**src/rtl/irq_ctrl_if.sv**
```systemverilog
// Register bus between the Bridge and the interrupt controller.
// Word-addressed, single-cycle writes, combinational reads.
interface irq_ctrl_if;
  logic [1:0]  Addr;
  logic        WE;
  logic [31:0] Din;
  logic [31:0] Dout;

  modport master (
    output Addr,
    output WE,
    output Din,
    input  Dout
  );

  modport slave (
    input  Addr,
    input  WE,
    input  Din,
    output Dout
  );
endinterface

```
**src/rtl/irq_ctrl.sv**
```systemverilog
// Prioritised, nesting interrupt controller in front of the CPU HWInt line.
// Index 0 is the highest priority; vec/STAT expose the winning source.
module irq_ctrl #(
  parameter int N_SRC = 6
) (
  input  logic             clk,
  input  logic             reset,
  irq_ctrl_if.slave        bus,
  input  logic [N_SRC-1:0] src,
  output logic             irq,
  output logic [3:0]       vec
);

  logic [N_SRC-1:0] mask;
  logic [N_SRC-1:0] mode;
  logic [N_SRC-1:0] pend;
  logic [N_SRC-1:0] ins;
  logic [N_SRC-1:0] src_d;

  logic [N_SRC-1:0] eff;
  logic [N_SRC-1:0] vec_oh;
  logic [N_SRC-1:0] edge_keep;
  logic [N_SRC-1:0] pend_n;
  logic [N_SRC-1:0] ins_n;
  logic [4:0]       cur;
  logic             valid;
  logic             irq_n;
  logic             claim_ok;
  logic             wr_mask;
  logic             wr_mode;
  logic             wr_pend;
  logic             wr_cmd;

  assign eff    = pend & mask;
  assign valid  = |eff;
  assign vec_oh = eff & (~eff + N_SRC'(1));

  always_comb begin
    vec = 4'd0;
    for (int i = N_SRC - 1; i >= 0; i--) begin
      if (eff[i]) vec = 4'(i);
    end
  end

  always_comb begin
    cur = 5'(N_SRC);
    for (int i = N_SRC - 1; i >= 0; i--) begin
      if (ins[i]) cur = 5'(i);
    end
  end

  assign irq_n = valid && ({1'b0, vec} < cur);

  always_comb begin
    wr_mask = 1'b0;
    wr_mode = 1'b0;
    wr_pend = 1'b0;
    wr_cmd  = 1'b0;
    if (bus.WE) begin
      unique case (bus.Addr)
        2'd0: wr_mask = 1'b1;
        2'd1: wr_mode = 1'b1;
        2'd2: wr_pend = 1'b1;
        2'd3: wr_cmd  = 1'b1;
      endcase
    end
  end

  assign claim_ok = wr_cmd && bus.Din[0] && valid;

  // Clears first, new edges OR-ed in last so a fresh edge is never lost.
  always_comb begin
    edge_keep = pend;
    if (wr_pend) edge_keep = edge_keep & ~bus.Din[N_SRC-1:0];
    if (claim_ok) edge_keep = edge_keep & ~vec_oh;
    edge_keep = edge_keep | (src & ~src_d);
    pend_n = (mode & edge_keep) | (~mode & src);
  end

  // EOI acts on the old INS, then CLAIM adds the pre-write winner.
  always_comb begin
    ins_n = ins;
    if (wr_cmd && bus.Din[1]) ins_n = ins & (ins - N_SRC'(1));
    if (claim_ok) ins_n = ins_n | vec_oh;
  end

  always_ff @(posedge clk or negedge reset) begin
    if (!reset) begin
      mask  <= '0;
      mode  <= '0;
      pend  <= '0;
      ins   <= '0;
      src_d <= '0;
      irq   <= 1'b0;
    end else begin
      if (wr_mask) mask <= bus.Din[N_SRC-1:0];
      if (wr_mode) mode <= bus.Din[N_SRC-1:0];
      pend  <= pend_n;
      ins   <= ins_n;
      src_d <= src;
      irq   <= irq_n;
    end
  end

  always_comb begin
    bus.Dout = '0;
    unique case (bus.Addr)
      2'd0: bus.Dout[N_SRC-1:0] = mask;
      2'd1: bus.Dout[N_SRC-1:0] = mode;
      2'd2: bus.Dout[N_SRC-1:0] = pend;
      2'd3: begin
        bus.Dout[31]      = valid;
        bus.Dout[19:16]   = vec;
        bus.Dout[N_SRC-1:0] = ins;
      end
    endcase
  end

endmodule

```
**src/flat_wrapper.sv**
```systemverilog
// flat-port wrapper written by rule: the top's interface ports become plain ports
module irq_ctrl_flat 
#(
  parameter int N_SRC = 6
)
  (clk, reset, src, irq, vec, bus_Addr, bus_WE, bus_Din, bus_Dout);
  irq_ctrl_if bus_i ();
  input  logic clk;
  input  logic reset;
  input  logic [N_SRC-1:0] src;
  output logic irq;
  output logic [3:0] vec;
  input wire logic [$bits(bus_i.Addr)-1:0] bus_Addr;
  input wire logic [$bits(bus_i.WE)-1:0] bus_WE;
  input wire logic [$bits(bus_i.Din)-1:0] bus_Din;
  output wire logic [$bits(bus_i.Dout)-1:0] bus_Dout;
  assign bus_i.Addr = bus_Addr;
  assign bus_i.WE = bus_WE;
  assign bus_i.Din = bus_Din;
  assign bus_Dout = bus_i.Dout;
  irq_ctrl #(.N_SRC(N_SRC)) u_core (.clk(clk), .reset(reset), .bus(bus_i), .src(src), .irq(irq), .vec(vec));
endmodule
```
**config.mk**
```make
export PLATFORM = sky130hd
export DESIGN_NAME = irq_ctrl_flat
export DESIGN_NICKNAME = d
export VERILOG_FILES = /design/src/rtl/irq_ctrl_if.sv /design/src/rtl/irq_ctrl.sv /design/src/flat_wrapper.sv
export SDC_FILE = /design/constraint.sdc
export NUM_CORES = 1
export LEC_CHECK = 0
export ABC_AREA = 1
export CAP_MARGIN = 15
export CELL_PAD_IN_SITES_DETAIL_PLACEMENT = 1
export CELL_PAD_IN_SITES_GLOBAL_PLACEMENT = 1
export CORE_MARGIN = 4
export CORE_UTILIZATION = 28
export CTS_BUF_LIST = sky130_fd_sc_hd__clkbuf_16
export DETAILED_ROUTE_END_ITERATION = 7
export PLACE_DENSITY_LB_ADDON = 0.1
export SLEW_MARGIN = 20
export SYNTH_ARGS = -nofsm -noshare
export SYNTH_HDL_FRONTEND = slang
export SYNTH_SLANG_ARGS = --single-unit
```
**constraint.sdc**
```tcl
create_clock -name clk -period 1.7 [get_ports clk]
set_input_delay 0.255 -clock clk [delete_from_list [all_inputs] [get_ports clk]]
set_output_delay 0.255 -clock clk [all_outputs]
set_load 0.005 [all_outputs]
```
* Yosys cells after proc, flatten, opt, wreduce, memory -nomap -nowiden *
Cells that the tools add are included.

word-level totals
  bits in writable memories = 0
  memories = 0
  bits in registers = 31
  logic and storage cells = 61
  latch bits = 0
  bits of input ports = 43
  ROM bits = 0

operators by class
  reduce and logical (&&, ||, !) cells = 6
  shifts and indexed selects = 0
  multiply operators = 0
  bitwise logic cells = 16
  div/mod/pow operators = 0
  $lt $le $gt $ge = 1
  add/sub/neg operators = 2
  equal/unequal tests = 3
  muxes and demuxes = 27

operators with widths
  cell                                              number
  bitwise AND 6 bit                                 8
  NOT 6 bit                                         5
  2-to-1 mux 4 bit                                  6
  2-to-1 mux 6 bit                                  4
  case mux 6 bit (4 select lines)                   1
  bitwise OR 6 bit                                  3
  2-to-1 mux 3 bit                                  5
  2-to-1 mux 1 bit                                  9
  adder 6 x 1 -> 6 bit, second input constant       1
  OR reduction 6 bit                                1
  subtractor 6 x 1 -> 6 bit, second input constant  1
  == test 2 bit, second input constant              2
  logical AND 1 bit                                 4
  < comparator 4 x 3 -> 1 bit                       1
  2-to-1 mux 2 bit                                  2
  == test 2 x 1 -> 1 bit, second input constant     1
  zero test 2 bit                                   1

* Depth between registers and ports, before layout *
Gate-level depths: netlist of run 1.

  depth in word-level cells = 10
  gate-level depth with buffers = 9
  gate-level depth less buffers = 9

* Worst setup path after synthesis of run 1 *
Ideal clock, no wire load.

  kind = flip-flop to flip-flop
  start = register u_core.pend[0]
  end = register u_core.irq
  data arrival time = 1310 ps
  buffers on the path = 0
  setup time = 77 ps
  path slack = 312 ps
  data required time = 1623 ps
  stages on the path, launching flop included = 8
  cells stage by stage = dfrtp_1 nand2_1 nand2_1 nor2_1 inv_2 nor2_1 ha_1 a21oi_1

between the ends
  word-level cells in the longest chain between the ends = 4
  elaborated cells between the ends (all ways) = 5
  those cells by class = order compare: 1; mux: 1; bitwise: 1; reduce/logical: 2

RTL lines
  item                         RTL line            RTL
  from (decl)                  irq_ctrl.sv:16      logic [N_SRC-1:0] pend;
  from (signal assigned)       irq_ctrl.sv:98      pend <= pend_n;
  bitwise AND 6 bit            irq_ctrl.sv:34      assign eff = pend & mask;
  2-to-1 mux 4 bit             irq_ctrl.sv:41      if (eff[i]) vec = 4'(i);
  via vec[2]                   flat_wrapper.sv:12  output logic [3:0] vec;
  < comparator 4 x 3 -> 1 bit  irq_ctrl.sv:52      assign irq_n = valid && ({1'b0, vec} < cur);
  logical AND 1 bit            irq_ctrl.sv:52
  via u_core.irq_n             irq_ctrl.sv:27      logic irq_n;
  to (signal assigned)         irq_ctrl.sv:101     irq <= irq_n;
  to (decl)                    irq_ctrl.sv:10      output logic irq,

The timed path passes the listed nets, and every way through them passes these cells.
A chain may end at the register's enable or synchronous reset.

* Final worst setup path of run 1 *
  start = register u_core.pend[2]
  end = output port bus_Dout[16]

between the ends
  word-level cells in the longest chain between the ends = 5

RTL lines
  item                            RTL line            RTL
  bitwise AND 6 bit               irq_ctrl.sv:34
  2-to-1 mux 4 bit (3 in series)  irq_ctrl.sv:41
  2-to-1 mux 4 bit                irq_ctrl.sv:107     unique case (bus.Addr)
  to (decl)                       flat_wrapper.sv:16  output wire logic [$bits(bus_i.Dout)-1:0] bus_Dout;

Every way passes these cells.

==> run_results.csv, run 1 <==
group,metric,value,unit
cts,ctsHoldBuffers,0,
sta,fmax,0.596,GHz
die,fp.dieW,86.8,um
sta,fin_skew,2.86,ps
detailed_routing,first_pass_iters,4,
worst_setup_path,critPathTopFamily,"buffers and inverters",
sta,grt_setup_unrepaired,"yes",
die,rows,28,
synth,seq_area_frac_synth,0.447,
detailed_routing,drc,0,
synth,synth_top_area_share,0.447,
sta,timing.final.crit_share,0.986,
sta,fin_tns_setup,0,ps
worst_setup_path,crit_path_max_fanout,2,
cells_and_area,fill_cells,756,
cells_and_area,area_growth,47.8,%
sta,slew_violations,0,
die,dieArea,0.00753,sq mm
power_and_ir_drop,p_leak,1.32,nW
worst_setup_path,cp.arrival,1420,ps
sta,min_period,1680,ps
detailed_routing,antenna_left,0,
global_route,antenna_found_initial,0,
power_and_ir_drop,powerDensity,1040,mW/mm^2
synth,synth.top_cells.by_count,"nand2_1, dfrtp_1, buf_4",
synth,ys_async_sr_fraction,1.00,
cts,path_clk_slew,50,ps
place,place_hpwl,4000,um
worst_setup_path,reg2reg_slack,200,ps
cells_and_area,final_layout_size_suffix_gt1_frac,0.271,
synth,synthTopCellsByArea,"dfrtp_1, nand2_1, buf_4",
worst_setup_path,cp_cell_sequence,"nand2_2 > buf_4 > nand2_2 > inv_2 > a21oi_2 > buf_4 > nor2_2 > buf_2",
cts,cts.htree.levels,2,
global_route,grt_pass1_vias,1728,
detailed_routing,routed_wl,5190,um
global_route,grt_pass1_wl,8520,um
hold_path,hold_path_class,"in -> async",
cts,cts_buffer_depth,2,
worst_setup_path,path_buf_inv,4,
place,portBuffers,30,
worst_setup_path,slowest_stage,"dfrtp_1",
synth,synth_most_common_cell,"nand2_1",
cells_and_area,fin_nets,354,
worst_setup_path,critPathMaxStageDelay,360,ps
power_and_ir_drop,peakVddDrop,0.443,mV
synth,yosys_warnings,0,
synth,syn_area_per_cell,7.52,sq um
worst_setup_path,end_kind,"output pin",
synth,syn_inst,231,
cts,clock_sinks,31,
detailed_routing,vias,1685,
flow_run,max_cap_viol_count,0,
detailed_routing,wire_per_inst,13.5,um
worst_setup_path,path_class,"reg -> out",
synth,synth_top_flop_cell,"dfrtp_1",
worst_setup_path,worstPathRequired,1440,ps
detailed_routing,viasPerCell,4.38,
cts,clk_latency,270,ps
detailed_routing,drt_iter0_markers,71,
cells_and_area,num_antenna_cells,0,
cts,cts_tree,"built",
sta,hold_ws,387,ps
sta,final-setup-viol-count,0,
sta,hold_viol,0,
cts,cts_buffers,5,
global_route,grt_max_degree,32,
global_route,grt_usage,0.147,
worst_setup_path,start_kind,"flop",
synth,synth-edff-count,0,
place,place_congestion,0.784,
die,start_util,0.292,
status,status,"finished clean",
global_route,overflow,0,
die,core,0.00596,sq mm
synth,ys_types,21,
die,ios,80,
synth,synth_seq_cells,31,
synth,syn-cell-area,0.00174,sq mm
die,fp.dieH,86.8,um
cts,root_buffer,"clkbuf_16",
synth,yosysTopAreaCell,"dfrtp_1",
==> cell families after synthesis <==
| logic type | count (synthesis) | synth area share |
|---|---|---|
| other | 1 | 0.00216 |
| adders and majority gates | 2 | 0.0144 |
| buffers and inverters | 48 | 0.155 |
| and+or+nand+nor | 120 | 0.288 |
| DFF | 31 | 0.447 |
| AOI/OAI and AO/OA | 29 | 0.0937 |
==> cell type report <==
| cell class | count | area, sq um | area share |
|---|---|---|---|
| clock buffers | 5 | 125 | 0.0487 |
| inverters | 23 | 86.3 | 0.0336 |
| repair buffers | 74 | 617 | 0.240 |
| clock inverters | 3 | 12.5 | 0.00487 |
| flip-flops and latches | 31 | 776 | 0.302 |
| multi-input cells | 174 | 857 | 0.334 |
| well taps | 75 | 93.8 | 0.0365 |
==> per-stage QoR <==
| stage | utilization | power (mW) | setup WS, ps | std cells | cell area, sq um |
|---|---|---|---|---|---|
| 2_1_floorplan | - | 1.33 | 312 | 253 | 1820 |
| 3_3_place_gp | 0.386 | 1.74 | -403 | 369 | 2300 |
| 3_5_place_dp | 0.386 | 1.76 | -450 | 369 | 2300 |
| 4_1_cts | 0.426 | 2.65 | -129 | 384 | 2530 |
| 5_1_grt | 0.431 | 2.85 | -43.5 | 385 | 2570 |
| 6_report | 0.431 | 2.66 | 23.4 | 385 | 2570 |
==> registers in the layout (all words and copies together) (netlist names) <==
register / flops
u_core.ins: 6
u_core.mode: 6
u_core.mask: 6
u_core.irq: 1
u_core.pend: 6
u_core.src_d: 6
==> cells in the final DEF, fill, tap and decap left out, drive strengths merged <==
cell type,netlist,final
a21o,1,1
a21oi,4,4
buf,25,47
clkbuf,0,7
clkdlybuf4s15,0,5
clkdlybuf4s50,0,15
clkinv,0,1
conb,1,23
dfrtp,31,31
dlygate4sd2,0,5
ha,2,2
inv,23,25
nand2,89,89
nand3,4,4
nand4,5,5
nor2,17,17
nor3,4,4
o2111ai,4,4
o21ai,20,20
or2,1,1
==> repair_timing <==
action,CTS,global route
gates resized for setup,45,20
endpoints found under the setup margin,18,12
pin swaps,4,8
buffers inserted,7,2
hold endpoints to repair,0,0
==> power by group <==
group / internal, mW / leakage (nW) / total [mW] / switching (mW)
clock: 0.528 / 0.0762 / 0.829 / 0.302
combinational: 0.442 / 0.860 / 0.877 / 0.435
sequential: 0.857 / 0.382 / 0.953 / 0.0964
==> per-layer routing <==
layer  part of all wire  vias up  track usage
li1                   -      839            -
met5                  0        -            0
met2               0.47       46        0.234
met3              0.047        5       0.0228
met4              0.017        0       0.0538
met1               0.47      795        0.200
==> final timing paths <==
path / from / to / cells after the start
worst min register to register: u_core.src_d[1] / u_core.pend[1] / 3
worst max-delay path: u_core.pend[2] / bus_Dout[16] / 8
worst max register to register: u_core.pend[2] / u_core.irq / 10
min in group clk: src[1] / u_core.src_d[1] / 1
max in group asynchronous: reset / u_core.mask[2] / 2
worst min-delay path: reset / u_core.mode[5] / 2
No activity file was read; power rests on OpenSTA's default activity.
==> inputs of run 2 (changes only) <==
Settings changed: GPL_ROUTABILITY_DRIVEN from default to 0.
==> results of run 2 <==
Same layout as run 1: the final DEF is identical, and so are final timing and power.
